`src/rtl/pipeline_run_ctrl.sv`:
```
// Run/step sequencer for the 5-stage pipeline: turns debug RUN/STEP/ABORT commands
// into the pipeline-advance enable, drains after HALT and counts advance cycles.
module pipeline_run_ctrl #(
  parameter int DRAIN_CYCLES = 4,
  parameter int NB_CNT       = 32
) (
  input  logic              clk,
  input  logic              i_reset,
  input  logic              i_cmd_valid,
  input  logic [1:0]        i_cmd,
  output logic              o_cmd_ready,
  input  logic              i_halt,
  output logic              o_step,
  output logic              o_flush,
  output logic              o_busy,
  output logic              o_done,
  output logic [2:0]        o_state,
  output logic [NB_CNT-1:0] o_cycle_count
);

  localparam int NB_DRN = (DRAIN_CYCLES > 1) ? $clog2(DRAIN_CYCLES) : 1;
  localparam logic [NB_DRN-1:0] DRN_LOAD = NB_DRN'(DRAIN_CYCLES - 1);

  localparam logic [1:0] CMD_RUN   = 2'b01;
  localparam logic [1:0] CMD_STEP  = 2'b10;
  localparam logic [1:0] CMD_ABORT = 2'b11;

  typedef enum logic [2:0] {
    ST_IDLE      = 3'd0,
    ST_RUN       = 3'd1,
    ST_STEP_WAIT = 3'd2,
    ST_STEP_EXEC = 3'd3,
    ST_DRAIN     = 3'd4,
    ST_DONE      = 3'd5
  } state_t;

  state_t              r_state;
  logic [NB_DRN-1:0]   r_drain;
  logic [NB_CNT-1:0]   r_cnt;
  logic                r_flush;
  logic                w_acc;
  logic                w_run;
  logic                w_step_cmd;
  logic                w_abort;
  logic                w_cnt_max;

  // Moore decodes of the state register
  assign o_step      = (r_state == ST_RUN) || (r_state == ST_STEP_EXEC) || (r_state == ST_DRAIN);
  assign o_busy      = o_step;
  assign o_done      = (r_state == ST_DONE);
  assign o_cmd_ready = !((r_state == ST_STEP_EXEC) || (r_state == ST_DRAIN));
  assign o_state     = r_state;
  assign o_flush     = r_flush;
  assign o_cycle_count = r_cnt;

  assign w_acc      = i_cmd_valid && o_cmd_ready;
  assign w_run      = w_acc && (i_cmd == CMD_RUN);
  assign w_step_cmd = w_acc && (i_cmd == CMD_STEP);
  assign w_abort    = w_acc && (i_cmd == CMD_ABORT);
  assign w_cnt_max  = &r_cnt;

  // Sequencer state, drain counter, flush pulse and saturating cycle counter
  always_ff @(posedge clk or negedge i_reset) begin
    if (!i_reset) begin
      r_state <= ST_IDLE;
      r_drain <= '0;
      r_cnt   <= '0;
      r_flush <= 1'b0;
    end else begin
      r_flush <= 1'b0;
      if (o_step && !w_cnt_max) begin
        r_cnt <= r_cnt + NB_CNT'(1);
      end
      case (r_state)
        ST_IDLE: begin
          if (w_abort) begin
            r_state <= ST_IDLE;
            r_flush <= 1'b1;
            r_cnt   <= '0;
          end else if (w_run) begin
            r_state <= ST_RUN;
            r_cnt   <= '0;
          end else if (w_step_cmd) begin
            r_state <= ST_STEP_EXEC;
            r_cnt   <= '0;
          end
        end
        ST_RUN: begin
          if (w_abort) begin
            r_state <= ST_IDLE;
            r_flush <= 1'b1;
            r_cnt   <= '0;
          end else if (i_halt) begin
            r_state <= ST_DRAIN;
            r_drain <= DRN_LOAD;
          end else if (w_step_cmd) begin
            r_state <= ST_STEP_WAIT;
          end
        end
        ST_STEP_EXEC: begin
          if (i_halt) begin
            r_state <= ST_DRAIN;
            r_drain <= DRN_LOAD;
          end else begin
            r_state <= ST_STEP_WAIT;
          end
        end
        ST_STEP_WAIT: begin
          // Pipeline is frozen here, so a HALT in ID is not acted on
          if (w_abort) begin
            r_state <= ST_IDLE;
            r_flush <= 1'b1;
            r_cnt   <= '0;
          end else if (w_step_cmd) begin
            r_state <= ST_STEP_EXEC;
          end else if (w_run) begin
            r_state <= ST_RUN;
          end
        end
        ST_DRAIN: begin
          if (r_drain == '0) begin
            r_state <= ST_DONE;
          end else begin
            r_drain <= r_drain - NB_DRN'(1);
          end
        end
        ST_DONE: begin
          if (w_abort) begin
            r_state <= ST_IDLE;
            r_flush <= 1'b1;
            r_cnt   <= '0;
          end
        end
        default: begin
          r_state <= ST_IDLE;
        end
      endcase
    end
  end

endmodule

```
`config.mk`:
```
export PLATFORM = sky130hd
export DESIGN_NAME = pipeline_run_ctrl
export DESIGN_NICKNAME = d
export VERILOG_FILES = /design/src/rtl/pipeline_run_ctrl.sv
export SDC_FILE = /design/constraint.sdc
export NUM_CORES = 1
export LEC_CHECK = 0
export ABC_AREA = 1
export CAP_MARGIN = 20
export CORE_ASPECT_RATIO = 0.7
export CORE_UTILIZATION = 57
export DETAILED_ROUTE_END_ITERATION = 8
export PLACE_DENSITY = 0.93
export SYNTH_ARGS = -nofsm -noshare
export SYNTH_HDL_FRONTEND = slang
export SYNTH_SLANG_ARGS = --single-unit
```
`constraint.sdc`:
```
create_clock -name clk -period 4.65 [get_ports clk]
set_input_delay 0.93 -clock clk [delete_from_list [all_inputs] [get_ports clk]]
set_output_delay 0.93 -clock clk [all_outputs]
set_load 0.005 [all_outputs]
```
==> results.cfg, run 1 <==
[status]
status = complete, no violations

[critical_path]
startpoint = o_state[1]
r2r-start = o_state[1]
end_kind = output pin
critPathMaxFanout = 7
crit_arrival_ns = 2.01
critPathRequiredTime_ns = 3.72
crit_type = reg2out
worstSetupStartpointType = register

[power_and_ir_drop]
vdd_drop_max_uv = 371
p_leak_nw = 1.58
powerDensity_nw_per_um2 = 419
totalPowerFinal_w = 0.00133

[layout]
diodes = 0
layout.nets = 454
seq_area_um2 = 951
area_growth_pct = 23.4
most-common-layout-cells = nand2_1 (113), nor2_1 (83), inv_1 (65)
drive_above_1_share = 0.0783
n_fill_cell = 350
layout_commonest_cell = nand2_1
multi_input_area_um2 = 1320

[hold_path]
hold_path_class = reg2reg
hold_start = o_cycle_count[2]

[yosys]
yosys_warnings = 0
ys_types = 28
syn_nets = 407
yosysSeqAreaShare = 0.369
synthCells = 399
synth.avg_cell_area_um2 = 6.46
yosys_register_bits = 38
synth_area_um2 = 2580

[timing]
worst_slew_pin_slew_ns = 0.863
clock_skew_ns = 0.0106
drv_slew = 0
period_minus_slack_ns = 2.94
min_period_over_period = 0.633
setup_violations = 0
final_hold_viol_count = 0
relSlewSlack = 0.424
fmax_mhz = 340
hold_ws_ns = 0.512
setup_tns_ns = 0
rsz0062_at_grt = false

[placed_design]
place.gp.congestion = 0.910
portBuffers = 45
dp_hpwl_mm = 4.92

[clock_tree]
holdBufCountCts = 0
post_cts_buffers = 0
cts_resized = 0
cts_sinks = 38
cts_tree = done
clk_latency_ns = 0.31
clk_path_buf_depth = 2
cts_buffers = 5
clockRootBuffer = clkbuf_8
htreeDepth = 2
cts.clk_slew.worst_paths_ns = 0.08

[global_route]
track_usage = 0.305
overflow = 0
antenna_found_initial = 0
grt_pass1_wl_mm = 10.9
grt_pass1_vias = 2402
grt_max_degree = 39

[flow_run]
maxCapViolations = 0

[floorplanning]
dieArea_um2 = 4800
initial_core_util = 0.596
boundaryPins = 46
die-width_um = 82.4
die_h_um = 58.3
coreArea_um2 = 4330
num_rows = 20

[route]
vias_per_cell = 5.37
first_iter_violations = 232
dr_total_vias = 2697
ant_nets = 0
dr.pass1.iters = 5
drc = 0
avgRoutedWirePerCell_um = 13.3
wl_mm = 6.67
-- worst max-delay path, cell delays in order (launching register included) --
cell and delay (ns):
dfrtp_1 0.48, nor2_1 0.28, nand2_2 0.18, nand2_1 0.23, clkdlybuf4s50_1 0.54
-- where the power goes --
part	switching, W	leakage (nW)	total, W	internal (W)
logic	0.000337	0.994	0.000542	0.000205
clock network	0.000136	0.0683	0.000351	0.000215
registers	0.0000635	0.513	0.000440	0.000377
-- Yosys cell counts (all sizes together) --
library cell    n  share of area
nand2         123           0.19
a21oi           6          0.015
a21boi          1         0.0029
and3            2         0.0049
xor2            4          0.014
o21ai          11          0.026
o21bai          4          0.012
nand4           9          0.024
dfrtp          38           0.37
nor3b           2         0.0058
nand3          26          0.054
nor2           90           0.14
inv            68           0.10
buf             5          0.019
ha              2         0.0097
nor3            6          0.012
nor4            2         0.0049
-- worst paths after layout --
path | end | slack, ns | cells past startpoint
setup / recovery | o_busy | 1.71 | 4
hold / removal | o_cycle_count[2] | 0.51 | 1
setup reg to reg | o_cycle_count[26] | 2.31 | 9
hold reg to reg | o_cycle_count[2] | 0.51 | 1
max in group asynchronous | o_cycle_count[4] | 3.38 | 1
min in group asynchronous | o_cycle_count[22] | 0.72 | 1
-- metal layers --
layer  global-route usage  wire length (µm)  vias to the layer above
met5                    0                 0                        -
met4               0.0777                87                        0
met1                0.460              3070                     1252
met3               0.0819               642                       15
li1                     -                 -                     1313
met2                0.430              2870                      117
-- kinds of logic (layout without fill, tap and decap cells) --
group,Yosys count,after routing,synth area share
simple gates,260,260,0.434
buf+inv,73,121,0.119
compound gates,22,22,0.0548
flops,38,38,0.369
xor+xnor,4,4,0.0136
fa+ha+maj,2,2,0.00970
-- sequential cells by signal, summed over array words and instances (netlist names) --
register,cells
o_flush,1
o_cycle_count,32
r_drain,2
o_state,3
-- through the flow --
step,instance area (µm²),std cells,setup slack (ns),util
floorplan,2580,399,2.67,-
global placement,3040,494,1.89,0.703
detailed placement,3040,494,1.81,0.703
CTS,3180,502,1.74,0.735
global route,3180,502,1.64,0.735
finish,3180,502,1.71,0.735
-- cell type report --
class | count | share of cell area
flip-flops and latches | 38 | 0.299
multi-input cells | 288 | 0.415
repair buffers | 45 | 0.140
well taps | 55 | 0.0216
inverters | 68 | 0.0810
clock buffers | 5 | 0.0216
clock inverters | 3 | 0.0216
Power figures use the tool's default switching activity.
==> inputs of run 2 (changes only) <==
--- a/config.mk
+++ b/config.mk
@@ -8,9 +8,9 @@
 export ABC_AREA = 1
 export CAP_MARGIN = 20
 export CORE_ASPECT_RATIO = 0.7
-export CORE_UTILIZATION = 57
+export CORE_UTILIZATION = 48
 export DETAILED_ROUTE_END_ITERATION = 8
-export PLACE_DENSITY = 0.93
+export PLACE_DENSITY = 0.84
 export SYNTH_ARGS = -nofsm -noshare
 export SYNTH_HDL_FRONTEND = slang
 export SYNTH_SLANG_ARGS = --single-unit
==> constraint.sdc (replaced) <==
create_clock -name clk -period 2.6 [get_ports clk]
set_input_delay 0.52 -clock clk [delete_from_list [all_inputs] [get_ports clk]]
set_output_delay 0.52 -clock clk [all_outputs]
set_load 0.005 [all_outputs]
==> run 2 against run 1 <==
Against the previous run:
- combinational power up 88%
- largest cell class unchanged
- clock power up 36%
- die area up 18%
- critical path type unchanged
- hold slack worse by 0.17 ns
==> results.cfg, run 2 (synthesis gave the netlist of run 1 again) <==
[critical_path]
critPathRequiredTime_ns = 2.08
cp_cell_sequence = nor2_1 > nand2_2 > nand2_1 > clkdlybuf4s50_1
rrSetupSlack_ns = 0.50
end_kind = output pin
max_stage_delay_ns = 0.55
cp_num_cells = 4
r2r_cells = 12
regToRegEndpoint = o_cycle_count[24]
startpoint = o_state[1]
crit_buf_inv = 1
r2r-start = o_cycle_count[0]
slowest_stage = clkdlybuf4s50_1
crit_family = simple AND/OR/NAND/NOR gates
crit_end = o_step
worstSetupStartpointType = register
crit_arrival_ns = 1.95
crit_type = reg2out
critPathMaxFanout = 7

[global_route]
overflow = 0
antenna_found_initial = 0
use_met3 = 0.0642
use_met2 = 0.360
grt_pass1_vias = 2409
grt_max_degree = 39
grt.busiest_layer = met1
grt_pass1_wl_mm = 11.1
use_met1 = 0.388
track_usage = 0.255

[timing]
worst_slew_pin_slew_ns = 0.851
setup_tns_ns = 0
fmax_mhz = 404
period_minus_slack_ns = 2.47
hold_ws_ns = 0.337
relSlewSlack = 0.433
setup_violations = 0
rsz0062_at_grt = false
drv_slew = 0
clock_skew_ns = 0.00454
final_hold_viol_count = 0
min_period_over_period = 0.951

[clock_tree]
cts.clk_slew.worst_paths_ns = 0.07
cts_sinks = 38
cts_tree = done
cts_buffers = 5
clk_latency_ns = 0.29
clockRootBuffer = clkbuf_8
htreeDepth = 2
cts_resized = 0
post_cts_buffers = 0
clk_path_buf_depth = 2
holdBufCountCts = 0

[layout]
final_area_um2 = 3190
n_fill_cell = 440
area_growth_pct = 23.8
layout.nets = 455
diodes = 0
most-common-layout-cells = nand2_1 (113), nor2_1 (83), inv_1 (65)
drive_above_1_share = 0.0804
layout_commonest_cell = nand2_1
largest_register_ffs = 32

[route]
dr_total_vias = 2668
drc = 0
first_iter_violations = 246
vias_per_cell = 5.16
avgRoutedWirePerCell_um = 12.9
ant_nets = 0
dr.pass1.iters = 5
wl_mm = 6.66

[placed_design]
place.gp.congestion = 0.905
dp_hpwl_mm = 5.11
portBuffers = 45
dpl_cell_area_um2 = 3080

[floorplanning]
boundaryPins = 46
num_rows = 21
dieArea_um2 = 5670
coreArea_um2 = 4970
die-width_um = 89.6
die_h_um = 63.3
initial_core_util = 0.519

[power_and_ir_drop]
p_leak_nw = 1.57
powerDensity_nw_per_um2 = 716
vdd_drop_max_uv = 426

[hold_path]
hold_path_class = in2async

[status]
status = complete, no violations

[flow_run]
maxCapViolations = 0
## run 2: worst min path at each step
stage,startpoint,endpoint,slack [ns]
after floorplan,i_reset,o_cycle_count[0],0.22
after global placement,r_drain[0],r_drain[0],0.48
after detailed placement,r_drain[0],r_drain[0],0.50
after CTS,i_reset,o_cycle_count[15],0.37
after global routing,i_reset,o_cycle_count[13],0.41
final,i_reset,o_cycle_count[31],0.34
## run 2: stage by stage
stage | total power, W | utilization | cells | worst slack (ns)
2_1_floorplan | 0.00146 | - | 399 | 0.881
3_3_place_gp | 0.00178 | 0.621 | 509 | 0.424
3_5_place_dp | 0.00181 | 0.621 | 509 | 0.383
4_1_cts | 0.00229 | 0.643 | 517 | 0.119
5_1_grt | 0.00244 | 0.643 | 517 | 0.00741
6_report | 0.00229 | 0.643 | 517 | 0.128
## run 2: report_power, final
group | internal [W] | total, W | leakage [nW] | switching (W)
sequential | 0.000674 | 0.000788 | 0.513 | 0.000114
combinational | 0.000408 | 0.00102 | 1.00 | 0.000611
clock | 0.000268 | 0.000479 | 0.0575 | 0.000211
## run 2: cell type report
type                            instances  area, µm²  share of cell area
Sequential cell                        38        951               0.298
Timing Repair Buffer                   46        465               0.146
Tap cell                               69       86.3              0.0270
Multi-Input combinational cell        288       1320               0.414
Inverter                               68        258              0.0808
Clock buffer                            8        110              0.0345
## run 2: layer usage
layer	wire [µm]	up-vias	part of all wire
met1	3150	1235	0.47
met5	0	-	0
met3	577	9	0.087
met2	2890	105	0.43
li1	-	1319	-
met4	38	0	0.0057
